[src/rtl/shift_add_mul_if.sv]
// Operand/result handshake bundle for shift_add_mul: input side (in_*, a, b,
// signed_mode) and output side (out_*, product).
interface shift_add_mul_if #(
    parameter int unsigned WIDTH = 32
);
    logic                 in_valid;
    logic                 in_ready;
    logic                 signed_mode;
    logic [WIDTH-1:0]     a;
    logic [WIDTH-1:0]     b;
    logic                 out_valid;
    logic                 out_ready;
    logic [2*WIDTH-1:0]   product;

    modport master (
        output in_valid, signed_mode, a, b, out_ready,
        input  in_ready, out_valid, product
    );

    modport slave (
        input  in_valid, signed_mode, a, b, out_ready,
        output in_ready, out_valid, product
    );
endinterface

[src/rtl/shift_add_mul.sv]
// Radix-2 shift-and-add multiplier around one CLAdder. The signed path
// (magnitudes, neg flag, FIX state) is built only with SHIFT_ADD_MUL_SIGNED_EN.
module CLAdder #(
    parameter int unsigned WIDTH = 32
) (
    input  logic [WIDTH-1:0] in1,
    input  logic [WIDTH-1:0] in2,
    input  logic             cin,
    output logic [WIDTH-1:0] out,
    output logic             cout
);
    logic [WIDTH-1:0] w_g;
    logic [WIDTH-1:0] w_p;

    assign w_g = in1 & in2;
    assign w_p = in1 ^ in2;

    // 4-bit lookahead groups, group carries rippled between nibbles
    always_comb begin
        logic       c0;
        logic [3:0] g;
        logic [3:0] p;
        logic [3:0] c;
        out = '0;
        c0  = cin;
        g   = '0;
        p   = '0;
        c   = '0;
        for (int unsigned grp = 0; grp < WIDTH / 4; grp++) begin
            g = 4'(w_g >> (grp * 4));
            p = 4'(w_p >> (grp * 4));
            c[0] = c0;
            c[1] = g[0] | (p[0] & c0);
            c[2] = g[1] | (p[1] & g[0]) | (p[1] & p[0] & c0);
            c[3] = g[2] | (p[2] & g[1]) | (p[2] & p[1] & g[0]) | (p[2] & p[1] & p[0] & c0);
            c0   = g[3] | (p[3] & g[2]) | (p[3] & p[2] & g[1]) | (p[3] & p[2] & p[1] & g[0])
                 | (p[3] & p[2] & p[1] & p[0] & c0);
            out  = out | (WIDTH'(p ^ c) << (grp * 4));
        end
        cout = c0;
    end
endmodule

module shift_add_mul #(
    parameter int unsigned WIDTH = 32
) (
    input  logic          clk,
    input  logic          rst,
    shift_add_mul_if.slave bus
);
    localparam int unsigned CW = $clog2(WIDTH);

    if (!(WIDTH == 4 || WIDTH == 8 || WIDTH == 16 || WIDTH == 32)) begin : g_width_check
        $error("shift_add_mul: unsupported WIDTH %0d (legal: 4, 8, 16, 32)", WIDTH);
    end

    typedef enum logic [1:0] {IDLE, BUSY, FIX, DONE} state_t;

    state_t           r_state;
    logic [WIDTH-1:0] r_h;
    logic [WIDTH-1:0] r_l;
    logic [WIDTH-1:0] r_m;
    logic [CW-1:0]    r_cnt;
    logic             r_neg;

    logic [WIDTH-1:0] w_addend;
    logic [WIDTH-1:0] w_sum;
    logic             w_cout;
    logic [WIDTH-1:0] w_mag_a;
    logic [WIDTH-1:0] w_mag_b;
    logic             w_neg;

    assign w_addend = r_l[0] ? r_m : '0;

    CLAdder #(.WIDTH(WIDTH)) u_add (
        .in1  (r_h),
        .in2  (w_addend),
        .cin  (1'b0),
        .out  (w_sum),
        .cout (w_cout)
    );

`ifdef SHIFT_ADD_MUL_SIGNED_EN
    logic [2*WIDTH-1:0] w_negprod;

    // |min| wraps to itself, which is the correct WIDTH-bit unsigned magnitude
    assign w_mag_a   = (bus.signed_mode && bus.a[WIDTH-1]) ? (~bus.a + 1'b1) : bus.a;
    assign w_mag_b   = (bus.signed_mode && bus.b[WIDTH-1]) ? (~bus.b + 1'b1) : bus.b;
    assign w_neg     = bus.signed_mode & (bus.a[WIDTH-1] ^ bus.b[WIDTH-1]);
    assign w_negprod = ~{r_h, r_l} + 1'b1;
`else
    logic w_unused;

    assign w_mag_a  = bus.a;
    assign w_mag_b  = bus.b;
    assign w_neg    = 1'b0;
    assign w_unused = ^{bus.signed_mode, r_neg};
`endif

    assign bus.in_ready  = (r_state == IDLE);
    assign bus.out_valid = (r_state == DONE);
    assign bus.product   = {r_h, r_l};

    always_ff @(posedge clk) begin
        if (rst) begin
            r_state <= IDLE;
            r_h     <= '0;
            r_l     <= '0;
            r_m     <= '0;
            r_cnt   <= '0;
            r_neg   <= 1'b0;
        end else begin
            case (r_state)
                IDLE: begin
                    if (bus.in_valid) begin
                        r_m     <= w_mag_a;
                        r_h     <= '0;
                        r_l     <= w_mag_b;
                        r_cnt   <= CW'(WIDTH - 1);
                        r_neg   <= w_neg;
                        r_state <= BUSY;
                    end
                end
                BUSY: begin
                    // {cout, sum, L} >> 1: the adder carry becomes the new H MSB
                    r_h <= {w_cout, w_sum[WIDTH-1:1]};
                    r_l <= {w_sum[0], r_l[WIDTH-1:1]};
                    if (r_cnt == '0) begin
`ifdef SHIFT_ADD_MUL_SIGNED_EN
                        r_state <= FIX;
`else
                        r_state <= DONE;
`endif
                    end else begin
                        r_cnt <= r_cnt - 1'b1;
                    end
                end
`ifdef SHIFT_ADD_MUL_SIGNED_EN
                FIX: begin
                    if (r_neg) begin
                        {r_h, r_l} <= w_negprod;
                    end
                    r_state <= DONE;
                end
`endif
                DONE: begin
                    if (bus.out_ready) begin
                        r_state <= IDLE;
                    end
                end
                default: r_state <= IDLE;
            endcase
        end
    end
endmodule

[src/flat_wrapper.sv]
// flat-port wrapper written by rule: the top's interface ports become plain ports
module shift_add_mul_flat 
#(
    parameter int unsigned WIDTH = 32
)
  (clk, rst, bus_in_valid, bus_signed_mode, bus_a, bus_b, bus_out_ready, bus_in_ready, bus_out_valid, bus_product);
  shift_add_mul_if #(.WIDTH(WIDTH)) bus_i ();
  input  logic clk;
  input  logic rst;
  input wire logic [$bits(bus_i.in_valid)-1:0] bus_in_valid;
  input wire logic [$bits(bus_i.signed_mode)-1:0] bus_signed_mode;
  input wire logic [$bits(bus_i.a)-1:0] bus_a;
  input wire logic [$bits(bus_i.b)-1:0] bus_b;
  input wire logic [$bits(bus_i.out_ready)-1:0] bus_out_ready;
  output wire logic [$bits(bus_i.in_ready)-1:0] bus_in_ready;
  output wire logic [$bits(bus_i.out_valid)-1:0] bus_out_valid;
  output wire logic [$bits(bus_i.product)-1:0] bus_product;
  assign bus_i.in_valid = bus_in_valid;
  assign bus_i.signed_mode = bus_signed_mode;
  assign bus_i.a = bus_a;
  assign bus_i.b = bus_b;
  assign bus_i.out_ready = bus_out_ready;
  assign bus_in_ready = bus_i.in_ready;
  assign bus_out_valid = bus_i.out_valid;
  assign bus_product = bus_i.product;
  shift_add_mul #(.WIDTH(WIDTH)) u_core (.clk(clk), .rst(rst), .bus(bus_i));
endmodule
[config.mk]
export PLATFORM = sky130hd
export DESIGN_NAME = shift_add_mul_flat
export DESIGN_NICKNAME = d
export VERILOG_FILES = /design/src/rtl/shift_add_mul_if.sv /design/src/rtl/shift_add_mul.sv /design/src/flat_wrapper.sv
export SDC_FILE = /design/constraint.sdc
export NUM_CORES = 1
export LEC_CHECK = 0
export BUFFER_PORTS_ARGS = -buffer_cell sky130_fd_sc_hd__buf_4
export CAP_MARGIN = 10
export CORE_UTILIZATION = 48
export DETAILED_ROUTE_END_ITERATION = 6
export PLACE_DENSITY = 0.73
export SYNTH_ARGS = -nofsm -noshare
export SYNTH_HDL_FRONTEND = slang
export SYNTH_SLANG_ARGS = --single-unit
[constraint.sdc]
create_clock -name clk -period 2.95 [get_ports clk]
set_input_delay 0 -clock clk [delete_from_list [all_inputs] [get_ports clk]]
set_output_delay 0 -clock clk [all_outputs]
set_load 0.01 [all_outputs]
==> results.cfg, run 1 <==
[run_status]
status = complete, but fails checks
violations = negative setup slack

[timing]
fin_crit_sh_pct = 104
worstMarginPinSlew_ns = 0.930
slew_violations = 0
fin_skew_ns = 0.0124
period_needed_ns = 3.08
setup_slack_ns = -0.125
final-setup-viol-count = 4
max_freq_mhz = 325
hold_violations = 0
slew_headroom_pct = 38.0
rsz0062_at_grt = yes

[placement]
place_ws_ns = -0.208
globalplace.congestion = 0.863
dpl.hpwl_um = 9590
place_area_um2 = 6570
placed_cells_incl_taps = 903
portBuffers = 133

[floorplan]
fp.dieH_um = 107
floorplan.initialDensity_pct = 49.2
placeableCoreArea_um2 = 10800
core.rowCount = 38
fp.dieW_um = 107
io_pins = 135
die-area_um2 = 11500

[clocking]
cts_tree = built
cts_buffers = 9
clk_pin_slew_ns = 0.10
root_buffer = clkbuf_8
clock_latency_ns = 0.38
cts_sinks = 103
cts_buffer_depth = 2
htreeDepth = 3

[final_layout]
final_util_pct = 73.1
drive_gt1_share_pct = 29.2
fill_cells = 778
diodes = 0
fin_nets = 961
post-route-cell-area_um2 = 7890
area_delta_synth_final_pct = 48.6
final_cells = 995

[min_path]
hold_class = in2reg
min_from = rst

[yosys]
synthArstFlopShare_pct = 0
yosysWarnings = 0
syn_avg_cell_area_um2 = 8.28
synth_area_um2 = 5310
synth_cell_types = 48
yosysSeqAreaShare_pct = 38.8
yosysTopAreaCell = dfxtp_1
synthCells = 641
synth-edff-count = 0
ys_seq_elements = 103
synth_ff_type = dfxtp_1
syn-num-nets = 752
synthTopCellsByArea = dfxtp_1 (39%), nand2_1 (10%), ha_1 (8.0%)
synth_top_area_share_pct = 38.8

[grt]
grt-ovfl-total = 0
antenna_found_initial = 0
grt_max_degree = 86
grt_pass1_vias = 5330
grt_pass1_wl_um = 25000
grt_usage_pct = 27.5

[detailed_routing]
wire_per_inst_um = 16.0
ant_nets = 0
via_per_inst = 5.47
drt_iter0_markers = 302
via_count = 5445
routed_wl_um = 15900
drc = 0
drtPass1Iterations = 4

[setup_path]
critical_path.slowest_cell = fa_2
regToRegStartpoint = u_core.r_l[0]$_SDFFE_PP0P_
end_kind = flip-flop
cpPeakStageDelay_ns = 0.52
critPathLaunch = u_core.r_l[0]$_SDFFE_PP0P_
cpMostUsedCell = nor2_2
critical_path_class = reg2reg
required_ns = 3.18
arrival_ns = 3.30
path_cells = buf_8, and2_4, ha_4, nand4_1, nor2_2, nand3_2, a21oi_4, o41ai_4, o21ba_2, o21ba_4, fa_2, nor2_2, a21oi_2, nor2_1
critPathLaunchType = flip-flop
cp_max_fo = 7

[job]
cap_violations = 0

[power]
power_leakage_nw = 3.59
powerDensity_nw_per_um2 = 405
peakVddDrop_v = 0.000296
p_total_mw = 3.20
[final cells by class]
| type | count | area [µm²] | share of cell area (%) |
|---|---|---|---|
| inverter | 12 | 45.0 | 0.571 |
| tap | 140 | 175 | 2.22 |
| timing repair buffer | 239 | 2000 | 25.3 |
| multi-input combinational | 485 | 3410 | 43.2 |
| clock inverter | 3 | 15.0 | 0.190 |
| sequential | 103 | 2070 | 26.2 |
| clock buffer | 13 | 179 | 2.27 |
[final timing paths]
kind,cells past startpoint,end,slack [ns]
worst min register to register,2,u_core.r_m[5]$_SDFFE_PP0P_,0.46
worst min-delay path,5,u_core.r_h[31]$_SDFFE_PP0P_,0.16
worst max-delay path,14,u_core.r_h[23]$_SDFFE_PP0P_,-0.13
worst max register to register,14,u_core.r_h[23]$_SDFFE_PP0P_,-0.13
[placed cells by master (no fill, tap or decap), types with 3 or more instances in the layout]
master,count
buf_4,168
ha_4,14
a21oi_1,47
nand2_1,141
a311oi_1,33
a21oi_2,6
and2_4,10
nor2_1,63
a21o_1,9
a22oi_1,16
fa_1,4
nand4_1,4
xnor2_1,12
dfxtp_1,102
clkbuf_8,13
inv_1,12
dlygate4sd3_1,66
nor3_1,3
buf_6,3
ha_1,19
nand3_1,5
a22o_1,11
and2_1,23
fa_2,4
clkinv_2,3
xor2_1,13
[critical path: cells and delay by family (launching register included)]
family | cells | cell delay [ns]
compound gates | 5 | 0.86
simple gates | 6 | 0.73
flops | 1 | 0.40
fa+ha+maj | 2 | 0.79
buf+inv | 1 | 0.15
[what timing repair did]
| item | CTS | global route |
|---|---|---|
| setup endpoints to repair | 8 | 10 |
| setup buffers | 8 | 1 |
| resized for setup | 56 | 7 |
| hold buffers | 66 | 0 |
| cloned | 1 | 0 |
| pin swaps | 28 | 9 |
| endpoints found under the hold margin | 70 | 0 |
[registers in the layout (all words and copies together) (netlist names)]
signal / cells
u_core.r_m: 32
u_core.r_state: 2
u_core.r_cnt: 5
u_core.r_h: 32
u_core.r_l: 32
[Yosys cell counts (5+ instances only)]
library cell / number
nand2_1: 142
dfxtp_1: 103
nor2_1: 66
a21oi_1: 53
clkbuf_1: 36
ha_1: 34
a311oi_1: 33
and2_1: 33
a22oi_1: 16
xor2_1: 13
inv_1: 12
xnor2_1: 12
a22o_1: 11
a21o_1: 10
fa_1: 8
nand3_1: 7
buf_1: 5
[metal layers]
metal / vias to the layer above / GRT usage, % / routed length [µm]
met5: - / 0 / 0
met4: 0 / 12.5 / 370
met3: 39 / 5.05 / 749
met2: 154 / 49.6 / 8280
met1: 2623 / 31.5 / 6520
li1: 2629 / - / -
[logic make-up after synthesis]
family | share of synthesized area (%)
buf+inv | 3.75
flops | 38.8
compound gates | 20.0
fa+ha+maj | 11.0
xor+xnor | 4.12
simple gates | 22.1
mux | 0.212
[power by group]
part	switching, mW	leakage [nW]	internal, mW
sequential	0.0846	0.845	1.49
clock	0.478	0.105	0.396
combinational	0.383	2.64	0.363
[metrics by stage]
stage	TNS [ns]	hold WS, ns
after floorplan	0	0.136
after global placement	-0.0719	0.247
after detailed placement	-0.644	0.255
after CTS	-0.113	0.151
after global routing	-0.778	0.166
final	-0.311	0.163
Note: power is estimated with default switching activity, not from simulation.
==> run 2: changes to the inputs <==
BUFFER_PORTS_ARGS = not set   (was -buffer_cell sky130_fd_sc_hd__buf_4)
CORE_UTILIZATION = 57   (was 48)
DONT_BUFFER_PORTS = 1   (was not set)
PLACE_DENSITY = 0.72   (was 0.73)
==> run 2 against run 1 <==
  * The flow finishes with violations (design-rule violations, negative setup slack)
  * Cell count is 16% lower
  * Critical path type unchanged
  * Flip-flop and latch count stayed put
  * Sequential power hardly changed
==> results.cfg, run 2 (synthesis gave the netlist of run 1 again) <==
[timing]
slew_violations = 0
max_freq_mhz = 329
slew_headroom_pct = 58.9
hold_ws_ns = 0.0216
setup_slack_ns = -0.0923
fin_skew_ns = 0.00733
fin_crit_sh_pct = 103
hold_violations = 0
period_needed_ns = 3.04
rsz0062_at_grt = yes
final-setup-viol-count = 3
worstMarginPinSlew_ns = 0.614

[detailed_routing]
wl_met1_um = 5830
via_per_inst = 5.87
via_count = 4895
ant_nets = 0
wire_per_inst_um = 17.4
routed_wl_um = 14500
top_layer_used = met4
drt_iter0_markers = 177
wl_met3_um = 935
drtPass1Iterations = 7
drc = 6
route.met2.wl_um = 7360

[job]
cap_violations = 0

[clocking]
cts_buffers = 9
clk_pin_slew_ns = 0.09
cts_tree = built
cts_sinks = 103
root_buffer = clkbuf_8
htreeDepth = 3
clock_latency_ns = 0.36
cts_buffer_depth = 2

[power]
peakVddDrop_v = 0.000365
powerDensity_nw_per_um2 = 446
power_leakage_nw = 2.98

[final_layout]
final_cells = 834
top_regs = u_core.r_h: 32 flops, u_core.r_l: 32 flops, u_core.r_m: 32 flops
final_common_cell = nand2_1
area_delta_synth_final_pct = 28.7
layout_common_cells = nand2_1 (141), dfxtp_1 (102), dlygate4sd3_1 (71), nor2_1 (65), a21oi_1 (49)
drive_gt1_share_pct = 13.8
fin_nets = 833
post-route-cell-area_um2 = 6830
diodes = 0

[setup_path]
critical_path_class = reg2reg
critPathLaunch = u_core.r_l[0]$_SDFFE_PP0P_
regToRegStartpoint = u_core.r_l[0]$_SDFFE_PP0P_
cp_max_fo = 8
end_kind = flip-flop
arrival_ns = 3.29
critical_path.slowest_cell = dfxtp_4
required_ns = 3.20
critPathLaunchType = flip-flop
cpMostUsedCell = o21ba_4
path_cells = buf_6, and2_4, ha_4, nand4_1, o211ai_1, nand3_2, a21oi_4, o41ai_4, o21ba_4, o21ba_4, fa_1, xnor2_1, a22oi_1, nor2_1
cpPeakStageDelay_ns = 0.40

[grt]
grt-ovfl-total = 0
antenna_found_initial = 0
grt_usage_pct = 29.6
grt_pass1_wl_um = 23200
grt_pass1_vias = 4940
grt_max_degree = 57

[floorplan]
die-area_um2 = 9700
fp.dieH_um = 98.5
fp.dieW_um = 98.5
floorplan.initialDensity_pct = 60.0
io_pins = 135
placeableCoreArea_um2 = 8850
core.rowCount = 34

[placement]
dpl.hpwl_um = 8860
globalplace.congestion = 0.859
portBuffers = 0
placed_cells_incl_taps = 742
place_area_um2 = 5560

[run_status]
status = complete, but fails checks
violations = design-rule violations, negative setup slack

[min_path]
hold_class = in2reg
min_from = rst
[run 2: cell count changes in the layout (fill, tap and decap cells not counted), moves of 3 or more]
| cell | before | now |
|---|---|---|
| and2_1 | 23 | 27 |
| and2_4 | 10 | 6 |
| ha_4 | 14 | 11 |
| fa_1 | 4 | 7 |
| buf_4 | 168 | 35 |
| fa_2 | 4 | 1 |
| ha_1 | 19 | 23 |
| dlygate4sd3_1 | 66 | 71 |
[run 2: what timing repair did]
item,in CTS,in global routing
cloned,0,0
endpoints found under the setup margin,5,12
hold buffers,72,0
hold endpoints to repair,91,0
pin swaps,9,13
resized for setup,16,30
buffers inserted,2,3
[run 2: area by class of cell]
type	instances	area, µm²
multi-input cells	485	3340
clock buffers	12	155
well taps	108	135
fillers	629	2020
clock inverters	3	42.5
repair buffers	111	1050
flip-flops and latches	103	2070
inverters	12	45.0
[run 2: per-stage QoR]
stage                     power, mW  TNS (ns)  utilization, %  setup WS [ns]
after detailed placement       2.06    -0.276            62.9         -0.116
after global routing           3.19    -0.817            77.2         -0.215
after CTS                      3.05    -0.103            74.6        -0.0393
after floorplan                1.95         0               -         0.0277
after global placement         2.04   -0.0129            62.9        -0.0129
final                          3.05    -0.250            77.2        -0.0923
[run 2: worst paths after layout]
check	slack, ns	depth (start not counted)	endpoint
max	-0.09	14	u_core.r_h[24]$_SDFFE_PP0P_
min	0.02	3	u_core.r_h[14]$_SDFFE_PP0P_
max reg2reg	-0.09	14	u_core.r_h[24]$_SDFFE_PP0P_
min reg2reg	0.47	2	u_core.r_m[29]$_SDFFE_PP0P_
[run 2: critical path, delay by kind of cell, from the launching register on]
kind	cells	cell delay, ns
AO/OA/AOI/OAI	6	1.11
XOR/XNOR	1	0.14
adder cells (fa/ha/maj)	2	0.64
buffers and inverters	1	0.14
flip-flops	1	0.40
AND/OR/NAND/NOR	4	0.50
[run 2: power by group]
| part | switching, mW | internal [mW] | total, mW |
|---|---|---|---|
| Sequential | 0.115 | 1.49 | 1.61 |
| Clock | 0.456 | 0.434 | 0.889 |
| Combinational | 0.302 | 0.249 | 0.551 |
| Total | 0.872 | 2.18 | 3.05 |
[run 2: per-layer routing]
layer | up-vias | global-route usage [%]
met5 | - | 0
met4 | 0 | 11.1
met3 | 26 | 8.58
met2 | 169 | 54.2
met1 | 2327 | 32.5
li1 | 2373 | -
